$ cat src/rtl/controle_elevador.sv
// controle_elevador: elevator car controller. Latches floor calls, keeps the
// current floor and serves calls in SCAN order (keep going while calls lie
// ahead, otherwise reverse). Motor and door outputs are registered.
//
// state    | meaning
// PARADO   | idle at andar, choosing the next move
// SUBINDO  | travelling up; andar is the floor just left
// DESCENDO | travelling down; andar is the floor just left
// PORTA    | door open at andar for T_PORTA cycles
module controle_elevador #(
  parameter int N_ANDARES = 16,
  parameter int T_VIAGEM  = 8,
  parameter int T_PORTA   = 16
) (
  input  logic        clk,
  input  logic        rst_n,
  input  logic        botao_valido,
  input  logic [3:0]  botao,
  output logic [3:0]  andar,
  output logic        sobe,
  output logic        desce,
  output logic        porta_aberta,
  output logic [15:0] pendentes,
  output logic        ocupado
);

  localparam int T_MAX = (T_VIAGEM > T_PORTA) ? T_VIAGEM : T_PORTA;
  localparam int TW    = $clog2(T_MAX + 1);
  localparam logic [TW-1:0] CARGA_VIAGEM = TW'(T_VIAGEM - 1);
  localparam logic [TW-1:0] CARGA_PORTA  = TW'(T_PORTA - 1);
  localparam logic [3:0]    ULTIMO       = 4'(N_ANDARES - 1);
  localparam logic [15:0]   MASCARA      = 16'((32'd1 << N_ANDARES) - 32'd1);

  typedef enum logic [1:0] {PARADO, SUBINDO, DESCENDO, PORTA} estado_t;

  estado_t        estado_q, estado_d;
  logic [3:0]     andar_q, andar_d;
  logic [15:0]    pend_q, pend_d;
  logic [TW-1:0]  timer_q, timer_d;
  logic           dir_q, dir_d;
  logic           sobe_q, desce_q, porta_q;

  logic           chamada_ok;
  logic           chamada_aqui;
  logic           chamada_prox;
  logic [3:0]     prox_andar;
  logic           timer_fim;

  // Direction test shared with the up/down decision: sign of the 5-bit
  // two's-complement difference (floor i - pos).
  function automatic logic acima(input logic [15:0] p, input logic [3:0] pos);
    logic       r;
    logic [4:0] dif;
    r = 1'b0;
    for (int i = 0; i < 16; i++) begin
      dif = 5'(i) - {1'b0, pos};
      if (p[i] && !dif[4] && (dif != 5'd0)) r = 1'b1;
    end
    return r;
  endfunction

  function automatic logic abaixo(input logic [15:0] p, input logic [3:0] pos);
    logic       r;
    logic [4:0] dif;
    r = 1'b0;
    for (int i = 0; i < 16; i++) begin
      dif = 5'(i) - {1'b0, pos};
      if (p[i] && dif[4]) r = 1'b1;
    end
    return r;
  endfunction

  assign chamada_ok   = botao_valido && ({1'b0, botao} < 5'(N_ANDARES));
  assign chamada_aqui = chamada_ok && (botao == andar_q);
  assign chamada_prox = chamada_ok && (botao == prox_andar);
  assign timer_fim    = (timer_q == '0);

  // Floor reached at the end of the current hop, saturated at both ends.
  always_comb begin
    prox_andar = andar_q;
    if (estado_q == SUBINDO) begin
      if (andar_q < ULTIMO) prox_andar = andar_q + 4'd1;
    end else if (estado_q == DESCENDO) begin
      if (andar_q != 4'd0) prox_andar = andar_q - 4'd1;
    end
  end

  // Next-state logic: call latch, SCAN decisions, travel and door timers.
  always_comb begin
    estado_d = estado_q;
    andar_d  = andar_q;
    timer_d  = timer_q;
    dir_d    = dir_q;
    pend_d   = pend_q;
    if (chamada_ok) pend_d[botao] = 1'b1;

    case (estado_q)
      PARADO: begin
        if (pend_q[andar_q] || chamada_aqui) begin
          pend_d[andar_q] = 1'b0;
          estado_d        = PORTA;
          timer_d         = CARGA_PORTA;
        end else if (acima(pend_q, andar_q) && (dir_q || !abaixo(pend_q, andar_q))) begin
          estado_d = SUBINDO;
          dir_d    = 1'b1;
          timer_d  = CARGA_VIAGEM;
        end else if (abaixo(pend_q, andar_q)) begin
          estado_d = DESCENDO;
          dir_d    = 1'b0;
          timer_d  = CARGA_VIAGEM;
        end
      end
      SUBINDO, DESCENDO: begin
        if (timer_fim) begin
          andar_d = prox_andar;
          // A call for the arrival floor in the arrival cycle is absorbed by the stop.
          if (pend_q[prox_andar] || chamada_prox) begin
            pend_d[prox_andar] = 1'b0;
            estado_d           = PORTA;
            timer_d            = CARGA_PORTA;
          end else if ((estado_q == SUBINDO) ? acima(pend_q, prox_andar)
                                             : abaixo(pend_q, prox_andar)) begin
            timer_d = CARGA_VIAGEM;
          end else begin
            estado_d = PARADO;
          end
        end else begin
          timer_d = timer_q - 1'b1;
        end
      end
      PORTA: begin
        if (chamada_aqui) begin
          pend_d[andar_q] = 1'b0;
          timer_d         = CARGA_PORTA;
        end else if (timer_fim) begin
          estado_d = PARADO;
        end else begin
          timer_d = timer_q - 1'b1;
        end
      end
      default: estado_d = PARADO;
    endcase

    pend_d = pend_d & MASCARA;
  end

  // State and registered outputs.
  always_ff @(posedge clk or negedge rst_n) begin
    if (!rst_n) begin
      estado_q <= PARADO;
      andar_q  <= 4'd0;
      pend_q   <= 16'd0;
      timer_q  <= '0;
      dir_q    <= 1'b1;
      sobe_q   <= 1'b0;
      desce_q  <= 1'b0;
      porta_q  <= 1'b0;
    end else begin
      estado_q <= estado_d;
      andar_q  <= andar_d;
      pend_q   <= pend_d;
      timer_q  <= timer_d;
      dir_q    <= dir_d;
      sobe_q   <= (estado_d == SUBINDO);
      desce_q  <= (estado_d == DESCENDO);
      porta_q  <= (estado_d == PORTA);
    end
  end

  assign andar        = andar_q;
  assign sobe         = sobe_q;
  assign desce        = desce_q;
  assign porta_aberta = porta_q;
  assign pendentes    = pend_q;
  assign ocupado      = (estado_q != PARADO) || (pend_q != 16'd0);

endmodule

$ cat config.mk
export PLATFORM = sky130hd
export DESIGN_NAME = controle_elevador
export DESIGN_NICKNAME = d
export VERILOG_FILES = /design/src/rtl/controle_elevador.sv
export SDC_FILE = /design/constraint.sdc
export NUM_CORES = 1
export LEC_CHECK = 0
export CORE_UTILIZATION = 60
export CTS_BUF_LIST = sky130_fd_sc_hd__clkbuf_8
export CTS_CLUSTER_DIAMETER = 60
export DETAILED_ROUTE_END_ITERATION = 10
export GPL_TIMING_DRIVEN = 0
export PLACE_DENSITY = 0.86
export SLEW_MARGIN = 25
export SYNTH_ARGS = -nofsm -noshare
export SYNTH_HDL_FRONTEND = slang
export SYNTH_SLANG_ARGS = --single-unit
$ cat constraint.sdc
create_clock -name clk -period 11.4 [get_ports clk]
set_clock_uncertainty 0.1 [all_clocks]
set_input_delay 1.71 -clock clk [delete_from_list [all_inputs] [get_ports clk]]
set_output_delay 1.71 -clock clk [all_outputs]
set_load 0.01 [all_outputs]
Word-level counts from Yosys, hierarchy flattened

Cells that the tools add are included.

Equal/unequal tests: 11
Order comparisons: 7
Shift-type cells: 0
Reduce and logical (&&, ||, !) cells: 181
Bitwise logic cells: 6
Multiply operators: 0
Divide/modulo/power cells: 0
Add/sub/neg operators: 35
Multiplexer cells: 118

Operators by type and width:

| cell                                                                                | count |
|---|---|
| 5-bit nonzero test                                                                  | 32 |
| 1-bit logical AND                                                                   | 102 |
| 1-bit 2-to-1 mux                                                                    | 85 |
| 16-bit 2-to-1 mux                                                                   | 5 |
| 4-bit by 4-bit subtractor with 5-bit output, first input constant                   | 16 |
| 16-bit one-hot mux with 3 select lines                                              | 1 |
| 5-bit 2-to-1 mux                                                                    | 8 |
| 3-bit by 4-bit subtractor with 5-bit output, first input constant                   | 8 |
| 1-bit zero test                                                                     | 33 |
| 16-bit bitwise AND                                                                  | 2 |
| 16-bit NOT                                                                          | 2 |
| 1-bit by 4-bit subtractor with 5-bit output, first input constant                   | 4 |
| 2-bit by 4-bit subtractor with 5-bit output, first input constant                   | 4 |
| 2-bit 2-to-1 mux                                                                    | 8 |
| 4-bit 2-to-1 mux                                                                    | 4 |
| 16-bit bitwise OR                                                                   | 1 |
| 16-bit nonzero test                                                                 | 1 |
| 4-bit by 5-bit less-than comparator with 1-bit output, second input constant        | 3 |
| 5-bit one-hot mux with 3 select lines                                               | 1 |
| 1-bit demux with 4-bit select                                                       | 3 |
| 4-bit by 1-bit greater-or-equal comparator with 1-bit output, second input constant | 3 |
| 1-bit binary-select mux with 4-bit select                                           | 2 |
| 2-bit == test, second input constant                                                | 4 |
| 4-bit == test                                                                       | 2 |
| other kinds (17)                                                                    | 24 |

RAM bits: 0
Output and inout port bits: 24
Register bits after elaboration: 31
Latch bits: 0
Memory bits (read-only): 0
Memories: 0
Logic and storage cells: 366
Bits of input ports: 7

Depth between registers and ports, before layout

Depth in word-level cells: 33
Depth in mapped cells: 18
Depth with buffers taken out: 15

Worst setup path before layout

OpenSTA, ideal clock, no wires.

Path type: register to register
From: register andar_q[1] (netlist: andar[1])
To: register timer_q[1]
Stages on the path, launching flop included: 17
Slack: 7.405 ns
Clock period less this slack: 3.995 ns
Path buffers: 2
Data required time: 11.181 ns
Arrival: 3.776 ns
Path through: dfrtp_1 inv_1 ha_1 buf_2 nand2_1 o211a_1 nor3_2 inv_1 clkbuf_1 ha_1 nand3b_1 a21oi_1 or4_4 nor4_4 or2_2 a21oi_2 o21a_1

Word-level cells in the longest chain between the ends: 30

RTL lines:

| item                                                                                                 | line | RTL |
|---|---|---|
| start, declared                                                                                      | 37   | `logic [3:0] andar_q, andar_d;` |
| start signal, assigned                                                                               | 160  | `andar_q <= andar_d;` |
| 4-bit by 1-bit subtractor with 4-bit output / 4-bit nonzero test (equally long branches)             | 84   | `if (andar_q != 4'd0) prox_andar = andar_q - 4'd1;` |
| 4-bit 2-to-1 mux                                                                                     | 84   |  |
| 4-bit 2-to-1 mux                                                                                     | 83   | `end else if (estado_q == DESCENDO) begin` |
| 4-bit 2-to-1 mux *                                                                                   | 81   | `if (estado_q == SUBINDO) begin` |
| net prox_andar[2]                                                                                    | 46   | `logic [3:0] prox_andar;` |
| parallel branches: the longest is 26 deep, another holds 1-bit by 4-bit subtractor with 5-bit output | n/a  |  |
| end signal, assigned                                                                                 | 162  | `timer_q <= timer_d;` |
| end, declared                                                                                        | 39   | `logic [TW-1:0] timer_q, timer_d;` |

Mark *: on every way through the listed nets, which the timed path passes. The select of a mux whose other input is x is not followed.
A chain may end at the register's enable or synchronous reset.

Worst setup path after layout

Ends and elaborated chain as after synthesis.

==> flow_summary.json <==
{
  "status": "finished with violations",
  "violations": "design-rule violations",
  "synthSimpleGateAreaFrac_pct": 25.97,
  "drt_iter0_drc": 989,
  "postCtsSetupBuffers": 0,
  "h-tree-depth": 2,
  "grt_pass1_wl_um": 23890,
  "cts_tree": "done",
  "min_period_ps": 5329,
  "nNetsFinal": 633,
  "synth_cell_types": 68,
  "synthFlopType": "dfrtp_1",
  "holdPathEnd": "dir_q$_DFFE_PN1P_",
  "fmax_mhz": 187.6,
  "hpwl_um": 11110,
  "r2r_end": "timer_q[1]$_DFFE_PN0P_",
  "cp_max_fo": 12,
  "cap_violations": 0,
  "wire_per_inst_um": 22.34,
  "avgViaCountPerCell": 7.258,
  "arrival_ps": 5410,
  "top_layer": "met4",
  "rows": 29,
  "hp-class": "reg2reg",
  "cp-start-kind": "flop",
  "synth_nets": 596,
  "synthArstFlopShare_pct": 100.0,
  "area_growth_pct": 12.18,
  "antenna_found_initial": 0,
  "routabilityCongestion": 1.031,
  "setup_viol": 0,
  "die_area_um2": 7094,
  "ys_seq_area_share_pct": 19.15,
  "drive_gt1_share_pct": 7.000,
  "synth_top_family_by_area": "compound AO/OA/AOI/OAI gates",
  "r2r_slack_ps": 6070,
  "synth_edf_count": 0,
  "grt_pass1_vias": 4580,
  "grt_max_degree": 32,
  "overflow": 0,
  "crit_path_end_kind": "flop",
  "syn_area_per_cell_um2": 7.205,
  "mostFrequentLayoutCells": "a21oi_1, nand2_1, nor2_1, o21ai_0, dfrtp_1",
  "clkSinkCount": 31,
  "met3WireLength_um": 2127,
  "hold_depth": 2,
  "grt_use_total_pct": 43.16,
  "dr.pass1.iters": 9,
  "numCtsBuffers": 5,
  "cts_max_path_buffers": 2,
  "ys_warn_count": 0,
  "wirelength_um": 15120,
  "ys_ff_latch": 31,
  "cts_root_buf": "clkbuf_8",
  "synth_cells": 563,
  "worst_pin_slew_ps": 988.5,
  "die_x_um": 84.23,
  "rsz0062_at_grt": "false",
  "clock_latency_ps": 290,
  "core_area_um2": 6422,
  "num_vias": 4914,
  "period_share_pct": 46.75,
  "critPathKind": "reg2reg",
  "ant_nets": 0,
  "reg2regPathDepth": 16,
  "maxSlewViolCount": 0,
  "drc": 3,
  "wl_met1_um": 5847,
  "setup_tns_ps": 0,
  "netlist_area_um2": 4056,
  "clkSlewWorstSetupHoldPaths_ps": 70,
  "n_antenna_cell": 0,
  "pin_count": 31,
  "layout.filler_cells": 529,
  "synth_compound_area_share_pct": 30.44,
  "cts-resized-gates": 0,
  "slew_headroom_pct": 33.59,
  "synthAdderAreaFrac_pct": 8.267,
  "mostFrequentLayoutCell": "a21oi_1",
  "chipHeight_um": 84.23,
  "start_util_pct": 63.16,
  "synthXorXnorAreaFrac_pct": 3.640,
  "hold_start": "dir_q$_DFFE_PN1P_",
  "portBuffers": 30,
  "reg2reg_from": "andar[1]$_DFFE_PN0P_",
  "synthMuxAreaShare_pct": 4.966,
  "hold_buffers": 0,
  "required_ps": 11480,
  "finalHoldViolCount": 0,
  "wl_met2_um": 6391
}
==> Yosys cell counts, types with 4 or more instances <==
master / count / area share [%]
a21oi_1: 60 / 7.4
nand2_1: 49 / 4.5
nor2_1: 47 / 4.3
o21ai_0: 42 / 5.2
dfrtp_1: 30 / 19
clkbuf_1: 27 / 2.5
nand3_1: 27 / 3.3
ha_1: 26 / 8.0
inv_1: 24 / 2.2
nor3_1: 21 / 2.6
o22ai_1: 17 / 2.6
xnor2_1: 12 / 2.6
mux2i_1: 10 / 2.5
nor2b_1: 9 / 1.4
a211oi_1: 8 / 1.5
buf_2: 8 / 0.99
nand2b_1: 8 / 1.2
o31ai_1: 8 / 1.5
a31oi_1: 7 / 1.1
buf_1: 6 / 0.56
nand4_1: 6 / 0.93
nor4_1: 6 / 0.93
a21o_1: 5 / 0.93
a22oi_1: 5 / 0.93
and2_1: 5 / 0.77
and3_1: 5 / 0.77
nand3b_1: 5 / 0.93
a22o_1: 4 / 0.86
mux4_2: 4 / 2.2
o211a_1: 4 / 0.99
o221ai_1: 4 / 0.86
or2_2: 4 / 0.62
or3_1: 4 / 0.62
==> layer usage <==
| layer | vias up | track usage (%) |
|---|---|---|
| met1 | 2240 | 57.64 |
| met2 | 430 | 65.87 |
| met4 | 0 | 19.75 |
| li1 | 2137 | - |
| met5 | - | 0 |
| met3 | 107 | 10.91 |
==> worst max-delay path, cell delays in order, from the launching register on <==
cell      delay, ps
dfrtp_1         510
inv_1           320
ha_1            270
buf_2           260
nand2_1          80
o211a_1         230
nor3_2          770
inv_1           280
clkbuf_1        350
ha_1            340
nand3b_1        140
a21oi_1          90
or4_4           500
nor4_4          440
or2_2           240
a21oi_2          80
o21a_1          210
==> area by class of cell <==
cell class              count  area (µm²)  share of cell area (%)
multi-input cells         460        2973                   65.33
clock buffers               5       68.82                   1.512
well taps                  77       96.34                   2.117
clock inverters             2       33.78                  0.7424
plain buffers              45       202.7                   4.454
flip-flops and latches     31       777.0                   17.07
repair buffers             30       295.3                   6.489
inverters                  27       103.9                   2.282
==> how the worst max path moves through the flow <==
stage	from	endpoint	slack, ps	cells after the start
finish	andar[1]$_DFFE_PN0P_	timer_q[1]$_DFFE_PN0P_	6070	16
global placement	andar[1]$_DFFE_PN0P_	timer_q[1]$_DFFE_PN0P_	6500	16
CTS	andar[1]$_DFFE_PN0P_	timer_q[1]$_DFFE_PN0P_	6380	16
floorplan	andar[1]$_DFFE_PN0P_	timer_q[1]$_DFFE_PN0P_	7410	16
detailed placement	andar[1]$_DFFE_PN0P_	timer_q[1]$_DFFE_PN0P_	6400	16
global route	andar[1]$_DFFE_PN0P_	timer_q[1]$_DFFE_PN0P_	5960	16
==> registers in the layout, summed over array words and instances (netlist names) <==
signal	cells
andar	4
desce	1
dir_q	1
estado_q	2
pendentes	16
porta_aberta	1
sobe	1
timer_q	5
==> per-stage QoR <==
stage / cell area [µm²] / std cells / util, % / setup slack [ps] / hold slack (ps)
2_1_floorplan: 4056 / 563 / - / 7405 / 357.0
3_3_place_gp: 4453 / 670 / 69.34 / 6503 / 369.4
3_5_place_dp: 4448 / 670 / 69.26 / 6397 / 378.2
4_1_cts: 4551 / 677 / 70.86 / 6383 / 385.6
5_1_grt: 4551 / 677 / 70.86 / 5961 / 403.0
6_report: 4551 / 677 / 70.86 / 6071 / 388.0
==> logic make-up after synthesis <==
| kind of cell | after synthesis |
|---|---|
| flip-flops | 31 |
| AND/OR/NAND/NOR | 207 |
| buffers and inverters | 72 |
| adder cells (fa/ha/maj) | 27 |
| multiplexers | 15 |
| AO/OA/AOI/OAI | 195 |
| XOR/XNOR | 16 |
Power is left out: the tool's default activity adds up to more than one toggle a clock period on the data nets, which glitch-free logic cannot reach.
